==> config.mk <==
export PLATFORM = sky130hd
export DESIGN_NAME = pic10_sequencer
export DESIGN_NICKNAME = d
export VERILOG_FILES = /design/src/rtl/pic10_sequencer.sv
export SDC_FILE = /design/constraint.sdc
export NUM_CORES = 1
export LEC_CHECK = 0
export CAP_MARGIN = 20
export CORE_MARGIN = 3
export CORE_UTILIZATION = 42
export DETAILED_ROUTE_END_ITERATION = 16
export PLACE_DENSITY_LB_ADDON = 0.12
export SLEW_MARGIN = 40
export SYNTH_ARGS = -nofsm -noshare
export SYNTH_HDL_FRONTEND = slang
export SYNTH_SLANG_ARGS = --single-unit
==> constraint.sdc <==
create_clock -name clk -period 5.3 [get_ports clk]
set_clock_uncertainty 0.15 [all_clocks]
set_input_delay 1.06 -clock clk [delete_from_list [all_inputs] [get_ports clk]]
set_output_delay 1.06 -clock clk [all_outputs]
set_load 0.03 [all_outputs]
==> src/rtl/pic10_sequencer.sv <==
`default_nettype none
// +----------------------------------------------------------------------------+
// | pic10_sequencer: Q1-Q4 instruction-cycle controller for the PIC10 core.     |
// | Revision: 1.0                                                              |
// +----------------------------------------------------------------------------+
module pic10_sequencer #(
  parameter logic [11:0] NOP_WORD = 12'h000
) (
  input  logic        clk,
  input  logic        rst_n,
  input  logic [11:0] prog_data,
  input  logic [7:0]  alu_bus,
  input  logic [7:0]  ram_data_bus,
  input  logic        wake,
  output logic [11:0] ir_reg_bus,
  output logic [1:0]  phase,
  output logic        w_we,
  output logic        ram_we,
  output logic        pc_inc,
  output logic        pc_load,
  output logic        stack_push,
  output logic        stack_pop,
  output logic        z_flag,
  output logic        halted
);

  // The low two state bits are the phase and bit 2 is the halt flag.
  localparam logic [2:0] S_Q1   = 3'b000;
  localparam logic [2:0] S_Q2   = 3'b001;
  localparam logic [2:0] S_Q3   = 3'b010;
  localparam logic [2:0] S_Q4   = 3'b011;
  localparam logic [2:0] S_HALT = 3'b100;

  logic [2:0]  r_state;
  logic [2:0]  w_state_nxt;
  logic [11:0] r_ir;
  logic        r_z;
  logic        r_flush;
  logic        r_flush_inc;

  logic w_q4, w_exec;
  logic w_byte, w_bit_wr, w_btfsc, w_btfss, w_lit;
  logic w_retlw, w_call, w_goto, w_branch, w_sleep;
  logic w_zop, w_fsz, w_bit_val, w_alu_zero, w_skip;

  assign w_q4   = (r_state == S_Q4);
  assign w_exec = w_q4 & ~r_flush;

  // 0000_000x_xxxx is the miscellaneous group, not a byte op.
  assign w_byte    = (r_ir[11:10] == 2'b00) && (r_ir[9:5] != 5'd0);
  assign w_bit_wr  = (r_ir[11:9] == 3'b010);
  assign w_btfsc   = (r_ir[11:8] == 4'b0110);
  assign w_btfss   = (r_ir[11:8] == 4'b0111);
  assign w_lit     = (r_ir[11:10] == 2'b11);
  assign w_retlw   = (r_ir[11:8] == 4'b1000);
  assign w_call    = (r_ir[11:8] == 4'b1001);
  assign w_goto    = (r_ir[11:9] == 3'b101);
  assign w_branch  = w_retlw | w_call | w_goto;
  assign w_sleep   = (r_ir == 12'h003);

  // CLRF/CLRW (0001) through INCF (1010), plus IORLW/ANDLW/XORLW.
  assign w_zop = (w_byte && (r_ir[9:6] >= 4'd1) && (r_ir[9:6] <= 4'd10)) ||
                 (r_ir[11:8] == 4'b1101) || (r_ir[11:8] == 4'b1110) ||
                 (r_ir[11:8] == 4'b1111);
  assign w_fsz = w_byte && ((r_ir[9:6] == 4'b1011) || (r_ir[9:6] == 4'b1111));

  assign w_bit_val  = ram_data_bus[r_ir[7:5]];
  assign w_alu_zero = (alu_bus == 8'h00);
  assign w_skip     = (w_btfsc & ~w_bit_val) | (w_btfss & w_bit_val) |
                      (w_fsz & w_alu_zero);

  assign w_we       = w_exec & ((w_byte & ~r_ir[5]) | w_lit | w_retlw);
  assign ram_we     = w_exec & ((w_byte & r_ir[5]) | w_bit_wr);
  assign pc_load    = w_exec & w_branch;
  assign stack_push = w_exec & w_call;
  assign stack_pop  = w_exec & w_retlw;
  assign pc_inc     = w_q4 & (r_flush ? r_flush_inc : ~w_branch);

  assign ir_reg_bus = r_ir;
  assign phase      = r_state[1:0];
  assign halted     = r_state[2];
  assign z_flag     = r_z;

  always_comb begin
    w_state_nxt = S_Q1;
    case (r_state)
      S_Q1:    w_state_nxt = S_Q2;
      S_Q2:    w_state_nxt = S_Q3;
      S_Q3:    w_state_nxt = S_Q4;
      S_Q4:    w_state_nxt = (w_exec & w_sleep) ? S_HALT : S_Q1;
      S_HALT:  w_state_nxt = wake ? S_Q1 : S_HALT;
      default: w_state_nxt = S_Q1;
    endcase
  end

  always_ff @(posedge clk or negedge rst_n) begin
    if (!rst_n) begin
      r_state     <= S_Q1;
      r_ir        <= NOP_WORD;
      r_z         <= 1'b0;
      r_flush     <= 1'b0;
      r_flush_inc <= 1'b0;
    end else begin
      r_state <= w_state_nxt;
      if (r_state == S_Q1) begin
        r_ir <= r_flush ? NOP_WORD : prog_data;
      end
      if (w_q4) begin
        // A flush cycle only retires itself; it never chains another.
        if (r_flush) begin
          r_flush     <= 1'b0;
          r_flush_inc <= 1'b0;
        end else if (w_branch) begin
          r_flush     <= 1'b1;
          r_flush_inc <= 1'b0;
        end else if (w_skip) begin
          r_flush     <= 1'b1;
          r_flush_inc <= 1'b1;
        end
        if (w_exec && w_zop) begin
          r_z <= w_alu_zero;
        end
      end
    end
  end

endmodule
`default_nettype wire

==> run metrics, run 1 <==
outcome=finished clean; Post-synth EDFFs=0; power density cells=570.3 nW/um^2; core area=2255 sq um; # Post-CTS Setup Buffers=0; Total Routed Length=2.780 mm; slowest CP cell=clkdlybuf4s50_1; synthesized area=1018 sq um; final-report hold violation count=0; I/O Buffers=52; CTS Buf Count=3; CTS tree=yes; Arrival @ worst endpoint=2.46 ns; fmax=272.3 MHz; clock buffer depth=2; global placer's final weighted congestion=0.8163; post-route insts no fill=193; share of cells above drive strength 1=5.455%; ANT nets after route=0; Die W=55.25 um; sum of negative setup slack=0 ns; cts hold-fix bufs=0; Synthesis Warnings=0; # diodes=0; io pins=53; post-synth top area share=44.23%; grt total ovfl=0; delay of the slowest critical-path stage=0.74 ns; vias in the first global route=1,015; routed wl met2=1.362 mm; Leakage=0.6649 nW; max_cap viols=0; syn avg cell area=8.856 sq um; Avg WL per Cell=14.40 um; vias per cell=5.321; drc violations=0; flops & latches, synth=18; most frequent cells in the layout=clkdlybuf4s50_1, nand2_1, dfrtp_1; synth unique cells=31; Synth Flop Type=dfrtp_1; clock sinks=18; DRT Pass-1 Iters=4; DIE AREA=3052 sq um; gate count after technology mapping=115; RSZ-0062 raised after global routing=no; max layer used=met4; Worst-path clk slew=0.11 ns; clk_lat worst skew=0.30 ns; ys async rst share=100.0%; worst slew pin tran=0.7235 ns; H-tree lvl count=1; DP HPWL=2.147 mm; most common cell after layout, fill and taps aside=clkdlybuf4s50_1; register area share after synthesis=44.23%; Peak VDD IR=396.2 uV; global-route wire length before repair=4.554 mm; worst-path maximum fanout=8; minimum clock period=3.673 ns; Root Driver=clkbuf_4; initial antenna violation count=0; sequence of cells on the critical path=nand3b_1 > or2_2 > a2111oi_0 > clkdlybuf4s50_1; Die Height=55.25 um; placed cell count=189; top cell type by total area after synthesis=dfrtp_1; fillers=196; Row Count=17; Final setup viols=0; period utilization=69.29%; worst hold path class=reg2reg; Initial Util=45.17%; Metal-1 WL=1.220 mm; largest net degree at the start of global routing=19; Slew Limit Headroom=51.51%; Tot GR Track Use=18.24%; CTS resizes=0; Critical Path Source Type=register; CP required=4.09 ns; Crit Path Class=reg2out; top cells by area, synth=dfrtp_1, nand2_1, nand3b_1; synthesized net count=146; fin. max-slew vios=0; Core Util, Final=70.09%; CP endpoint kind=output port; detailed router's first-iteration violation count=25; routed length on met3=171 um; final net count=197; area delta synth->final=55.16%; vias=1,027
[cells by family after synthesis]
kind of cell | share of synthesized area [%]
flip-flops | 44.23
AND/OR/NAND/NOR | 34.40
XOR/XNOR | 0.8601
buffers and inverters | 3.317
AO/OA/AOI/OAI | 9.952
multiplexers | 7.248
[state kept, by name, summed over array words and instances (netlist names)]
signal and count:
ir_reg_bus 12, r_flush 1, r_flush_inc 1, r_state 3
z_flag 1
[power by group]
group / total (mW) / internal, mW / switching (mW) / leakage [nW]
registers: 0.305 / 0.197 / 0.107 / 0.226
clock network: 0.0854 / 0.0419 / 0.0436 / 0.0210
logic: 0.511 / 0.234 / 0.277 / 0.418
[metrics by stage]
stage               setup slack, ns  hold WS [ns]  power [mW]  area, sq um
floorplan                     1.395        0.3084      0.6187         1018
global placement              2.015        0.3233      0.8023         1544
detailed placement            1.968        0.3288      0.8196         1549
CTS                           1.634        0.3542      0.9064         1585
global route                  1.550        0.3638      0.9618         1580
finish                        1.627        0.3471      0.9013         1580
[cell usage after synthesis, types with 2 or more instances]
master	number
nand3b_1	14
nand2_1	30
nand2b_1	2
o21ai_0	3
nor4_1	4
a21oi_1	4
clkbuf_1	5
nor2_1	8
dfrtp_1	18
mux2i_1	4
nor3_1	3
[critical path, delay by kind of cell, from the launching register on]
kind,cells,cell delay (ns)
buffers and inverters,1,0.74
AND/OR/NAND/NOR,2,0.62
flip-flops,1,0.47
AO/OA/AOI/OAI,1,0.35
[final cells by class]
class                           count  area (sq um)  area share, %
Multi-Input combinational cell     90         539.3          34.12
Tap cell                           28         35.03          2.217
Clock buffer                        4         36.28          2.296
Timing Repair Buffer               52         515.5          32.62
Inverter                            1         3.754         0.2375
Sequential cell                    18         450.4          28.50
[layer usage]
layer	GRT usage, %	up-vias
li1	-	506
met1	22.84	475
met2	31.42	42
met3	2.804	4
met4	6.944	0
met5	0	-
[path summary, 6_finish.rpt]
path	startpoint	end	slack, ns	cells past startpoint
setup / recovery	r_state[2]$_DFF_PN0_	ram_we	1.63	4
hold / removal	ir_reg_bus[1]$_DFFE_PN0P_	ir_reg_bus[1]$_DFFE_PN0P_	0.35	2
setup reg to reg	ir_reg_bus[6]$_DFFE_PN0P_	r_flush_inc$_DFFE_PN0P_	3.06	5
hold reg to reg	ir_reg_bus[1]$_DFFE_PN0P_	ir_reg_bus[1]$_DFFE_PN0P_	0.35	2
max in group asynchronous	rst_n	ir_reg_bus[9]$_DFFE_PN0P_	4.19	1
min in group asynchronous	rst_n	ir_reg_bus[10]$_DFFE_PN0P_	0.52	1
Power figures use the tool's default switching activity.
==> run 2: changes to the inputs <==
--- a/config.mk
+++ b/config.mk
@@ -7,7 +7,7 @@
 export LEC_CHECK = 0
 export CAP_MARGIN = 20
 export CORE_MARGIN = 3
-export CORE_UTILIZATION = 42
+export CORE_UTILIZATION = 39
 export DETAILED_ROUTE_END_ITERATION = 16
 export PLACE_DENSITY_LB_ADDON = 0.12
 export SLEW_MARGIN = 40
==> constraint.sdc (replaced) <==
create_clock -name clk -period 3.75 [get_ports clk]
set_clock_uncertainty 0.15 [all_clocks]
set_input_delay 0.75 -clock clk [delete_from_list [all_inputs] [get_ports clk]]
set_output_delay 0.75 -clock clk [all_outputs]
set_load 0.03 [all_outputs]
==> run 2 against run 1 <==
Cell count grew 0.52%; non-clock buffer count grew 1; wire length shrank 1.0%; critical path depth is the same; sequential power grew 39%; sequential share of layout area is essentially flat; critical endpoint unchanged; global-route usage shrank 0.40 points.
==> run metrics, run 2 (synthesis results as in run 1) <==
outcome=finished clean; Critical R2R Launch=ir_reg_bus[6]$_DFFE_PN0P_; io pins=53 (unchanged); global placer's final weighted congestion=0.7556 (-7.4%); detailed router's first-iteration violation count=14 (-44%); drc violations=0 (unchanged); core area=2340 sq um (+3.8%); ANT nets after route=0 (unchanged); sum of negative setup slack=0 ns (unchanged); minimum clock period=3.452 ns; fmax=289.7 MHz; period utilization=92.06%; Critical Path Source Type=register; Final setup viols=0 (unchanged); # diodes=0 (unchanged); sequence of cells on the critical path=nand3b_1 > or2_2 > a2111oi_0 > clkdlybuf4s50_1; CP required=2.85 ns (-1.24 ns); Avg WL per Cell=14.18 um (-1.6%); Tot GR Track Use=17.84% (-0.40 points); crit path launch=r_state[2]$_DFF_PN0_; fin. max-slew vios=0 (unchanged); DIE AREA=3260 sq um (+6.8%); worst-path maximum fanout=8 (unchanged); Arrival @ worst endpoint=2.55 ns (+0.09 ns); CTS resizes=0 (unchanged); grt total ovfl=0 (unchanged); vias per cell=5.351 (+0.55%); worst slew pin tran=0.4456 ns (-0.2779 ns); Total Routed Length=2.751 mm (-1.0%); CTS tree=yes; vias in the first global route=1,028 (+1.3%); Die W=57.10 um (+3.4%); final net count=198 (+0.51%); slowest CP cell=clkdlybuf4s50_1; H-tree lvl count=1 (unchanged); post-route insts no fill=194 (+0.52%); fillers=210 (+7.1%); CP endpoint kind=output port; vias=1,038 (+1.1%); hold_ws=0.2208 ns (-0.1264 ns); Peak VDD IR=646.5 uV (+63%); number of flip-flops in the largest register=12 (unchanged); clock buffer depth=2 (unchanged); clock sinks=18 (unchanged); initial antenna violation count=0 (unchanged); largest net degree at the start of global routing=19 (unchanged); Worst-path clk slew=0.11 ns (about the same); delay of the slowest critical-path stage=0.76 ns (+0.02 ns); share of cells above drive strength 1=5.422% (-0.033 points); CTS Buf Count=3 (unchanged); area delta synth->final=55.41%; most frequent cells in the layout=clkdlybuf4s50_1, nand2_1, dfrtp_1; max_cap viols=0 (unchanged); Root Driver=clkbuf_4; final-report hold violation count=0 (unchanged); cts hold-fix bufs=0 (unchanged); global-route wire length before repair=4.650 mm (+2.1%); placed cell count=190 (+0.53%); Slew Limit Headroom=69.52% (+18 points); most common cell after layout, fill and taps aside=clkdlybuf4s50_1; Leakage=0.6693 nW (+0.65%); Die Height=57.10 um (+3.4%); DRT Pass-1 Iters=4 (unchanged); power density cells=806.1 nW/um^2 (+41%); I/O Buffers=52 (unchanged); DP HPWL=2.130 mm (-0.79%); Row Count=17 (unchanged); Crit Path Class=reg2out; R2R depth=5 (unchanged); clk_lat worst skew=0.29 ns (about the same); # Post-CTS Setup Buffers=0 (unchanged); worst hold path class=in2async; RSZ-0062 raised after global routing=no; Initial Util=43.53% (-1.6 points)
## run 2: changes by cell type in the layout (fill, tap and decap cells not counted), sizes merged
cell,previous run,this run
buf,1,2
## run 2: final timing paths
path / endpoint / slack [ns]
setup / recovery: ram_we / 0.30
hold / removal: ir_reg_bus[5]$_DFFE_PN0P_ / 0.22
setup reg to reg: r_flush_inc$_DFFE_PN0P_ / 1.54
hold reg to reg: ir_reg_bus[1]$_DFFE_PN0P_ / 0.35
max in group asynchronous: ir_reg_bus[2]$_DFFE_PN0P_ / 2.93
min in group clk: ir_reg_bus[1]$_DFFE_PN0P_ / 0.35
## run 2: where the power goes
part / internal, mW / total, mW / leakage (nW) / switching, mW
Sequential: 0.279 / 0.425 / 0.226 / 0.146
Combinational: 0.335 / 0.729 / 0.423 / 0.394
Clock: 0.0591 / 0.121 / 0.0210 / 0.0619
## run 2: worst max-delay path, delay by kind of cell (launching register included)
family / cells / cell delay (ns)
simple gates: 2 / 0.62
flops: 1 / 0.45
compound gates: 1 / 0.43
buf+inv: 1 / 0.76
## run 2: layout make-up
class	count	area, sq um	share of cell area, %
repair buffers	53	523.0	33.04
well taps	28	35.03	2.213
clock buffers	4	36.28	2.292
flip-flops and latches	18	450.4	28.46
multi-input cells	90	534.3	33.75
inverters	1	3.754	0.2372
## run 2: metrics by stage
step / setup slack [ns] / utilization [%] / total power, mW / area [sq um]
3_5_place_dp: 0.6472 / 66.31 / 1.163 / 1551
6_report: 0.2977 / 67.65 / 1.276 / 1583
5_1_grt: 0.1501 / 67.65 / 1.368 / 1583
4_1_cts: 0.3049 / 67.86 / 1.287 / 1588
2_1_floorplan: 0.1545 / - / 0.8744 / 1018
3_3_place_gp: 0.7505 / 66.31 / 1.146 / 1551
## run 2: per-layer routing
metal | share of wire (%) | up-vias | track usage (%)
li1 | - | 506 | -
met1 | 42 | 499 | 20.99
met2 | 52 | 31 | 33.28
met3 | 5.5 | 2 | 4.072
met4 | 0.51 | 0 | 2.980
met5 | 0 | - | 0
